$ cat config.mk
export PLATFORM = sky130hd
export DESIGN_NAME = genbus_master
export DESIGN_NICKNAME = d
export VERILOG_FILES = /design/src/rtl/genbus_master.sv
export SDC_FILE = /design/constraint.sdc
export NUM_CORES = 1
export LEC_CHECK = 0
export ABC_AREA = 1
export CAP_MARGIN = 20
export CORE_ASPECT_RATIO = 1.2
export CORE_MARGIN = 2
export CORE_UTILIZATION = 50
export CTS_CLUSTER_SIZE = 8
export DETAILED_ROUTE_END_ITERATION = 6
export DONT_BUFFER_PORTS = 1
export GPL_TIMING_DRIVEN = 0
export PLACE_DENSITY_LB_ADDON = 0.05
export SYNTH_ARGS = -nofsm -noshare
export SYNTH_HDL_FRONTEND = slang
export SYNTH_SLANG_ARGS = --single-unit
$ cat constraint.sdc
create_clock -name clk -period 2.3 [get_ports clk]
set_input_delay 0.46 -clock clk [delete_from_list [all_inputs] [get_ports clk]]
set_output_delay 0.46 -clock clk [all_outputs]
set_load 0.02 [all_outputs]
$ cat src/rtl/genbus_master.sv
`default_nettype none
// +----------------------------------------------------------------------------+
// | Module      : genbus_master                                                |
// | Description : Single-outstanding command-to-genbus master. It captures a   |
// |               request, drives byte strobes until the slave drops ws, and   |
// |               returns a one-cycle response. The optional wait-state abort  |
// |               is enabled by defining GENBUS_MST_TIMEOUT_EN.                |
// | Revision    : 1.0 - initial release                                        |
// +----------------------------------------------------------------------------+
module genbus_master #(
    parameter int TIMEOUT = 15
) (
    input  logic        clk,
    input  logic        rst,
    input  logic        req_valid,
    output logic        req_ready,
    input  logic        req_write,
    input  logic [15:0] req_adr,
    input  logic [15:0] req_wdata,
    input  logic [1:0]  req_be,
    output logic        rsp_valid,
    output logic [15:0] rsp_rdata,
    output logic        rsp_err,
    output logic [15:0] adr,
    output logic [15:0] mdata,
    output logic [1:0]  we,
    output logic [1:0]  re,
    input  logic [15:0] sdata,
    input  logic        ws
);

    typedef enum logic [1:0] {
        S_IDLE   = 2'd0,
        S_ACCESS = 2'd1,
        S_RESP   = 2'd2
    } state_t;

    state_t      r_state;
    logic        r_write;
    logic [1:0]  r_be;
    logic [15:0] w_rdata_masked;

    generate
        if (TIMEOUT < 1 || TIMEOUT > 255) begin : g_bad_timeout
            $error("genbus_master: TIMEOUT must be within 1..255");
        end
    endgenerate

`ifdef GENBUS_MST_TIMEOUT_EN
    // The counter holds the number of ws=1 cycles already seen in this access.
    localparam logic [7:0] C_WAIT_LAST = 8'(TIMEOUT - 1);
    logic [7:0] r_wait_cnt;
`endif

    assign w_rdata_masked = {r_be[1] ? sdata[15:8] : 8'h00,
                             r_be[0] ? sdata[7:0]  : 8'h00};

    always_ff @(posedge clk or negedge rst) begin
        if (!rst) begin
            r_state   <= S_IDLE;
            r_write   <= 1'b0;
            r_be      <= 2'b00;
            req_ready <= 1'b0;
            rsp_valid <= 1'b0;
            rsp_rdata <= 16'h0000;
            rsp_err   <= 1'b0;
            adr       <= 16'h0000;
            mdata     <= 16'h0000;
            we        <= 2'b00;
            re        <= 2'b00;
`ifdef GENBUS_MST_TIMEOUT_EN
            r_wait_cnt <= 8'd0;
`endif
        end else begin
            case (r_state)
                S_IDLE: begin
                    req_ready <= 1'b1;
                    rsp_valid <= 1'b0;
                    if (req_valid && req_ready) begin
                        req_ready <= 1'b0;
                        r_write   <= req_write;
                        r_be      <= req_be;
                        if (req_be == 2'b00) begin
                            // Nothing to transfer: answer with an error without touching the bus.
                            r_state   <= S_RESP;
                            rsp_valid <= 1'b1;
                            rsp_err   <= 1'b1;
                            rsp_rdata <= 16'h0000;
                        end else begin
                            r_state <= S_ACCESS;
                            adr     <= req_adr;
                            mdata   <= req_write ? req_wdata : 16'h0000;
                            we      <= req_write ? req_be : 2'b00;
                            re      <= req_write ? 2'b00 : req_be;
`ifdef GENBUS_MST_TIMEOUT_EN
                            r_wait_cnt <= 8'd0;
`endif
                        end
                    end
                end

                S_ACCESS: begin
                    if (!ws) begin
                        r_state   <= S_RESP;
                        rsp_valid <= 1'b1;
                        rsp_err   <= 1'b0;
                        rsp_rdata <= r_write ? 16'h0000 : w_rdata_masked;
                        adr       <= 16'h0000;
                        mdata     <= 16'h0000;
                        we        <= 2'b00;
                        re        <= 2'b00;
                    end
`ifdef GENBUS_MST_TIMEOUT_EN
                    else if (r_wait_cnt == C_WAIT_LAST) begin
                        r_state   <= S_RESP;
                        rsp_valid <= 1'b1;
                        rsp_err   <= 1'b1;
                        rsp_rdata <= 16'h0000;
                        adr       <= 16'h0000;
                        mdata     <= 16'h0000;
                        we        <= 2'b00;
                        re        <= 2'b00;
                    end else begin
                        r_wait_cnt <= r_wait_cnt + 8'd1;
                    end
`endif
                end

                S_RESP: begin
                    r_state   <= S_IDLE;
                    rsp_valid <= 1'b0;
                    req_ready <= 1'b1;
                end

                default: begin
                    r_state   <= S_IDLE;
                    rsp_valid <= 1'b0;
                    req_ready <= 1'b0;
                    adr       <= 16'h0000;
                    mdata     <= 16'h0000;
                    we        <= 2'b00;
                    re        <= 2'b00;
                end
            endcase
        end
    end

endmodule
`default_nettype wire

* Word level (Yosys, flattened, before mapping)
Cells that the tools add are included.
** Storage, ports and cells
- Register bits :: 60
- Output and inout port bits :: 55
- Word-level logic and storage cells :: 64
- ROM bits :: 0
- Bits in latches :: 0
- Input port bits :: 55
- Memories kept :: 0
- Memory bits (writable) :: 0
** Operators by class
- Shift operators :: 0
- Equal/unequal tests :: 6
- Divide/modulo/power cells :: 0
- Multiplexer cells :: 38
- Bitwise operators :: 1
- Reduce and logical (&&, ||, !) cells :: 8
- Order comparisons :: 0
- Add/sub/neg operators :: 0
- Multiply operators :: 0
** Operator list (number)
- two-way mux 16 bit :: 10
- one-hot mux 16 bit (3 select lines) :: 2
- one-hot mux 16 bit (2 select lines) :: 1
- two-way mux 2 bit :: 10
- two-way mux 8 bit :: 2
- one-hot mux 2 bit (3 select lines) :: 2
- != test 2 bit, second input constant :: 4
- AND reduction 4 bit :: 2
- two-way mux 1 bit :: 7
- zero test 2 bit :: 2
- one-hot mux 1 bit (2 select lines) :: 2
- one-hot mux 2 bit (2 select lines) :: 1
- AND reduction 2 bit :: 2
- one-hot mux 1 bit (3 select lines) :: 1
- == test 2 x 1 -> 1 bit, second input constant :: 1
- == test 2 bit, second input constant :: 1
- nonzero test 2 bit :: 1
- logical AND 1 bit :: 1
- inverter 1 bit :: 1

* Longest topological paths before layout
Gate-level depths: netlist (run 1).
- Word-level depth :: 4
- Mapped depth :: 8

* Worst setup path after synthesis (run 1)
OpenSTA, ideal clock, no wires.
- Path kind :: register to register
- From :: reg req_ready
- To :: reg adr[0]
- Data required time :: 2.183 ns
- Path slack :: 0.993 ns
- Arrival time :: 1.190 ns
- Stages on the path, launching flop included :: 9
- Path buffers :: 1
- Library setup time :: 0.117 ns
- Period minus slack after synthesis :: 1.307 ns
- Cells stage by stage :: dfrtp_1 -> nand2_1 -> nand2_4 -> nand2_2 -> inv_4 -> nand2_4 -> buf_6 -> nand2_1 -> nand2_1
** On the way
- Cells in the longest elaborated chain, start to end :: 3
** RTL lines
- start: declaration :: line 16 : output logic req_ready,
- start signal: assignment :: line 63 : req_ready <= 1'b0;
- start signal: assignment :: line 77 : req_ready <= 1'b1;
- start signal: assignment :: line 80 : req_ready <= 1'b0;
- logical AND 1 bit :: line 79 : if (req_valid && req_ready) begin
- != test 2 bit (no source line)
- AND reduction 4 bit (no source line)
- end signal: assignment :: line 91 : adr <= req_adr;
- end: declaration :: line 24 : output logic [15:0] adr,
No other way between the ends.
A chain may end at the register's enable or synchronous reset.

* Worst setup path in the final report (run 1)
- From :: reg r_state[1]
- To :: reg re[1]
** On the way
- Cells in the longest elaborated chain, start to end :: 3
- Elaborated cells on any way between the ends :: 9
- Classes of those cells :: eq/ne: 5; mux: 1; bitwise: 1; reduce/logical: 2
** RTL lines
- start: declaration :: line 38 : state_t r_state;
- start signal: assignment :: line 60 : r_state <= S_IDLE;
- start signal: assignment :: line 85 : r_state <= S_RESP;
- start signal: assignment :: line 90 : r_state <= S_ACCESS;
- == test 2 x 1 -> 1 bit, or another cell as far along :: line 75 : case (r_state)
- != test 2 bit (no source line) / inverter 1 bit (equally long branches)
- AND reduction 4 bit (no source line)
- end signal: assignment :: line 94 : re <= req_write ? 2'b00 : req_be;
- end: declaration :: line 27 : output logic [1:0] re,
Several ways; a longest one is shown, not always the timed one.

==> key figures, run 1 <==
Run status
  – Run status: complete, no violations

Worst setup path
  – Crit-path max cell delay: 470 ps
  – CP required: 2570 ps
  – Worst R2R Setup Slack: 810 ps
  – Data arrival time of the worst path: 1760 ps
  – Critical path type: register to register
  – Critical R2R Capture: re[1]
  – Slowest CP cell: o21ai_2
  – Reg2reg path depth: 4
  – Crit-path cells: o21ai_2 > buf_2 > nand3_1 > nand2_1
  – Crit-path max FO: 10
  – Worst Setup Start Kind: register
  – Worst Setup End Kind: register
  – Critical R2R Launch: r_state[1]

Worst hold path
  – Hold_sp: ws
  – Min-Delay Path Class: primary input to register
  – WHS Path Cells: 2
  – Hold Path End: r_state[0]

STA
  – Fin crit period: 1489 ps
  – Worst-margin pin slew: 537.5 ps
  – Final hold violations: 0
  – RSZ-0062 raised after global routing: no
  – Endpoints failing setup: 0
  – Worst hold slack: 317.0 ps
  – F_max: 671.7 MHz
  – Clk_skew: 10.17 ps
  – Max-slew violations: 0
  – Final worst-path cycle share: 64.73%
  – Worst relative slew slack: 64.17%
  – Setup TNS Final: 0 ps

Synthesis
  – Syn Inst Count: 377
  – Yosys warning count: 0
  – Synth Register Bits: 60
  – Avg Inst Size Synth: 7.610 um^2
  – Cell Area, Synth: 2869 um^2
  – Seq/Total Area, Yosys: 52.33%
  – Syn nets: 432
  – Netlist cell types: 20

Placement
  – IO Port Bufs: 0
  – Routability cong.: 0.7334
  – Detailed placer's ending HPWL: 4494 um

Cells and area
  – N_diodes: 0
  – Final core utilization: 57.54%
  – Ratio of cells with drive above 1 in the final layout: 10.13%
  – Area Overhead vs Synth: 12.17%
  – Fill cells: 562
  – Nets@finish: 445

CTS
  – CTS Buf Count: 9
  – Worst-path clk slew: 70 ps
  – Clock Latency Late Sink: 330 ps
  – H-tree Lvls: 3
  – Clock root cell: clkbuf_8
  – Post-CTS setup buffer count: 0
  – Clock Sinks: 60
  – CTS tree: yes
  – Max Root-Sink Buffers: 2
  – Post-CTS Resized: 0

Detailed routing
  – DRT Pass-1 Iters: 4
  – Post-route DRC: 0
  – Initial drt markers: 90
  – Routed len/inst: 14.38 um
  – Final ANT Viol Nets: 0
  – Vias post-DR: 2365
  – Routed vias/inst: 5.153
  – Routed wire length: 6601 um

GRT
  – GRT overflow: 0
  – Initial antenna violation count: 0
  – Number of global-route vias before repair: 2323
  – Largest net degree at the start of global routing: 61
  – First-pass GRT wire length: 10920 um
  – Total GRT Usage: 22.23%

Pwr
  – Worst vdd ir: 0.0006714 V
  – Pwr/cell area: 1552 nW/um^2
  – P_leak: 1.770 nW

Die
  – Top Ports: 110
  – Core area: 5593 um^2
  – DIE AREA: 6363 um^2
  – DIE WIDTH: 73.15 um
  – Chip Height: 86.98 um
  – Starting Density: 51.30%
  – Row Count: 30

Flow run
  – Max-cap violation count: 0
[cell families (layout without fill, tap and decap cells)]
family / after synthesis / after routing / synth area share, %
compound gates: 8 / 8 / 1.526
flops: 60 / 60 / 52.33
buf+inv: 46 / 64 / 7.894
simple gates: 263 / 263 / 38.25
[synth_stat cells]
cell type / number / share of area (%)
nand2_1: 149 / 19
dfrtp_1: 60 / 52
nor2_1: 55 / 7.2
nand3_1: 52 / 9.1
inv_1: 22 / 2.9
buf_2: 8 / 1.4
buf_6: 5 / 2.0
o21ai_0: 5 / 0.87
buf_1: 3 / 0.39
clkbuf_1: 3 / 0.39
a21oi_1: 2 / 0.35
inv_2: 2 / 0.26
nand2_4: 2 / 0.78
nand3_2: 2 / 0.70
nor2_4: 2 / 0.78
buf_4: 1 / 0.26
clkinv_1: 1 / 0.13
inv_4: 1 / 0.22
nand2_2: 1 / 0.22
o21ai_2: 1 / 0.31
[flip-flops by register name (all words and copies together), names as in the netlist]
signal and flops:
adr 16, mdata 16, r_be 2, r_state 2
r_write 1, re 2, req_ready 1, rsp_err 1
rsp_rdata 16, rsp_valid 1, we 2
[through the flow]
step	instance area, um^2	setup slack, ps	power, mW	instances
after global routing	3218	672.8	5.362	459
after global placement	2949	756.3	3.859	441
after detailed placement	2949	756.2	3.883	441
after floorplan	2869	993.1	3.441	377
final	3218	811.2	4.994	459
after CTS	3218	781.4	5.045	459
[where the power goes]
group / internal, mW / switching (mW)
combinational: 0.539 / 1.14
clock: 0.717 / 0.404
sequential: 1.45 / 0.744
[repair_timing]
action | 4_1_cts | 5_1_grt
setup endpoints to repair | 0 | 0
hold buffers | 2 | 0
hold endpoints to repair | 60 | 0
[final cells by class]
type	count	area, um^2	share of cell area [%]
clock inverter	5	100.1	3.110
clock buffer	11	131.4	4.082
inverter	26	100.1	3.110
timing repair buffer	2	37.54	1.166
sequential	60	1501	46.66
buffer	20	126.4	3.927
tap	64	80.08	2.488
multi-input combinational	271	1141	35.46
[critical path, delay by kind of cell (launching register included)]
family	cells	cell delay, ps
buf+inv	1	320
compound gates	1	470
flops	1	450
simple gates	2	190
[worst max-delay path by stage]
| stage | end | slack, ps | startpoint | depth (start not counted) |
|---|---|---|---|---|
| after floorplan | adr[0] | 990 | req_ready | 8 |
| after global placement | mdata[12] | 760 | req_write | 6 |
| final | re[1] | 810 | r_state[1] | 4 |
| after detailed placement | mdata[3] | 760 | req_write | 6 |
| after global routing | adr[7] | 670 | r_state[1] | 4 |
| after CTS | adr[7] | 780 | req_ready | 8 |
[metal layers]
metal / part of all wire, % / GRT usage (%) / vias up
li1: - / - / 1190
met1: 42 / 25.78 / 1097
met2: 50 / 38.00 / 69
met3: 7.1 / 5.787 / 9
met4: 1.5 / 10.10 / 0
met5: 0 / 0 / -
[cells in the final DEF, fill, tap and decap left out, types with 2 or more instances in the layout]
master     synthesis  final
dfrtp_1           60     60
clkbuf_1           3      5
clkinv_2           0      2
clkbuf_8           0      9
inv_2              2      2
a21oi_1            2      2
nand3_1           52     52
inv_1             22     22
nand2_4            2      2
buf_2              8      8
nor2_4             2      2
nand3_2            2      2
o21ai_0            5      5
buf_6              5      5
nand2_1          149    149
nor2_1            55     55
bufinv_16          0      3
buf_1              3      3
No activity file was read; power rests on OpenSTA's default activity.
==> run 2: changes to the inputs <==
clock period = 1.4 ns   (was 2.3 ns; I/O delays follow)
==> key figures, run 2 (same netlist as run 1, synthesis figures left out) <==
Run status
  – Run status: complete, but fails checks
  – Violated checks: negative hold slack

CTS
  – Clock Sinks: 60 (unchanged)
  – Clock Latency Late Sink: 340 ps (about the same)
  – Clock root cell: clkbuf_8
  – Worst-path clk slew: 70 ps (about the same)
  – H-tree Lvls: 3 (unchanged)
  – CTS Buf Count: 9 (unchanged)
  – Max Root-Sink Buffers: 2 (unchanged)
  – CTS tree: yes

GRT
  – Total GRT Usage: 22.16% (-0.073 points)
  – Grt met2 use: 37.67% (-0.33 points)
  – First-pass GRT wire length: 10860 um (-0.50%)
  – Largest net degree at the start of global routing: 61 (unchanged)
  – Number of global-route vias before repair: 2318 (-0.22%)
  – Grt peak-use layer: met2
  – M3 GR Usage: 5.787% (unchanged)
  – GRT overflow: 0 (unchanged)
  – Met1 Use GR: 25.86% (+0.075 points)
  – Initial antenna violation count: 0 (unchanged)

Pwr
  – Clock group share of total power: 20.7% (-1.8 points)
  – Combinational power share: 38.4% (+4.9 points)
  – Pwr/cell area: 2624 nW/um^2 (+69%)
  – Internal power: 4.939 mW (+82%)
  – Share of power burned in registers: 40.9% (-3.1 points)
  – Switch share: 44.33% (-1.4 points)
  – P_leak: 1.842 nW (+4.1%)
  – Psw: 3.933 mW (+72%)
  – Worst vdd ir: 0.001299 V (+93%)

Detailed routing
  – Final ANT Viol Nets: 0 (unchanged)
  – Routed len/inst: 14.41 um (+0.20%)
  – Initial drt markers: 131 (+46%)
  – DRT Pass-1 Iters: 4 (unchanged)
  – Post-route DRC: 0 (unchanged)
  – Routed wire length: 6744 um (+2.2%)
  – Routed vias/inst: 5.165 (+0.23%)
  – Vias post-DR: 2417 (+2.2%)

Worst setup path
  – Worst Setup End Kind: register
  – Data arrival time of the worst path: 1530 ps (-230 ps)
  – Worst R2R Setup Slack: 100 ps (-710 ps)
  – Crit-path max FO: 10 (unchanged)
  – Critical R2R Capture: rsp_rdata[5]
  – Critical path type: register to register
  – Critical R2R Launch: r_state[0]
  – Worst Setup Start Kind: register
  – CP required: 1630 ps (-940 ps)
  – Reg2reg path depth: 7 (+3)

STA
  – Max-slew violations: 0 (unchanged)
  – Fin crit period: 1303 ps (-185.7 ps)
  – Final hold violations: 60 (+60)
  – Worst relative slew slack: 66.63% (+2.5 points)
  – F_max: 767.4 MHz (+14%)
  – Worst-margin pin slew: 500.5 ps (-36.93 ps)
  – Clk_skew: 9.381 ps (-0.7851 ps)
  – Final worst-path cycle share: 93.08% (+28 points)
  – Worst hold slack: -360.7 ps (-677.7 ps)
  – Endpoints failing setup: 0 (unchanged)

Die
  – DIE WIDTH: 73.15 um (unchanged)
  – Core area: 5593 um^2 (unchanged)
  – Starting Density: 51.30% (unchanged)
  – Row Count: 30 (unchanged)
  – Top Ports: 110 (unchanged)
  – DIE AREA: 6363 um^2 (unchanged)
  – Chip Height: 86.98 um (unchanged)

Flow run
  – Max-cap violation count: 0 (unchanged)

Cells and area
  – Ratio of cells with drive above 1 in the final layout: 14.60% (+4.5 points)
  – Area Overhead vs Synth: 17.84%
  – Largest regs: adr: 16 flops, mdata: 16 flops, rsp_rdata: 16 flops
  – Nets@finish: 454 (+2.0%)
  – Most frequent cells in the layout: nand2_1, dfrtp_1, nor2_1
  – N_diodes: 0 (unchanged)
  – Leading cell type in the layout, fill and taps excluded: nand2_1
  – Final core utilization: 60.45% (+2.9 points)
  – Layout Cells excl Fill: 468 (+2.0%)

Placement
  – Routability cong.: 0.7334 (unchanged)
  – Detailed placer's ending HPWL: 4494 um (unchanged)
  – IO Port Bufs: 0 (unchanged)
  – Dpl cells: 441 (unchanged)

Worst hold path
  – Min-Delay Path Class: primary input to async pin
[run 2: changes by cell type in the layout (fill, tap and decap cells not counted), moves of 2 or more]
cell / change
nand2_8: +2
clkbuf_1: -3
nand2_1: -2
buf_8: +3
dfrtp_2: +3
dfrtp_1: -3
buf_4: +9
[run 2: timing repair]
item	CTS	global route
gates resized for setup	3	29
cloned	0	2
endpoints found under the hold margin	60	60
setup buffers	1	8
endpoints found under the setup margin	41	45
pin swaps	1	4
[run 2: per-stage QoR]
step	cell area, um^2	setup slack [ps]	power (mW)	setup TNS (ps)
after global routing	3381	-12.38	9.499	-19.83
after floorplan	2869	93.08	5.653	0
final	3381	96.88	8.873	0
after CTS	3198	-2.400	8.291	-2.400
after detailed placement	2949	-110.9	6.379	-3154
after global placement	2949	-107.6	6.340	-3222
[run 2: layer usage]
layer / routed length (um) / vias up
li1: - / 1209
met2: 3390 / 81
met4: 132 / 0
met5: 0 / -
met3: 494 / 11
met1: 2726 / 1116
[run 2: how the worst max path moves through the flow]
stage | start | to | slack, ps | depth (start not counted)
final | r_state[0] | rsp_rdata[5] | 100 | 7
after global routing | r_state[0] | rsp_rdata[12] | -10 | 7
after CTS | r_state[1] | rsp_valid | -2 | 5
after detailed placement | req_ready | we[1] | -110 | 8
after global placement | r_state[1] | we[0] | -110 | 5
after floorplan | req_ready | adr[0] | 90 | 8
[run 2: power by group through the flow]
stage	combinational (mW)	sequential (mW)	clock, mW
2_1_floorplan	2.16	3.49	0
3_3_place_gp	2.69	3.65	0
3_5_place_dp	2.73	3.65	0
4_1_cts	2.78	3.64	1.87
5_1_grt	3.84	3.70	1.96
6_report	3.41	3.62	1.84
[run 2: area by class of cell]
class	instances	area [um^2]
Fill cell	551	2212
Sequential cell	60	1505
Multi-Input combinational cell	272	1197
Buffer	20	156.4
Clock buffer	11	131.4
Timing Repair Buffer	10	105.1
Inverter	26	105.1
Clock inverter	5	100.1
Tap cell	64	80.08
[run 2: critical path, cell delays in order (launching register included)]
cell	delay (ps)
dfrtp_2	450
nor2_4	190
nand2_2	130
nand2_1	120
nor2_4	60
buf_6	130
nand2_1	60
nand2_1	40
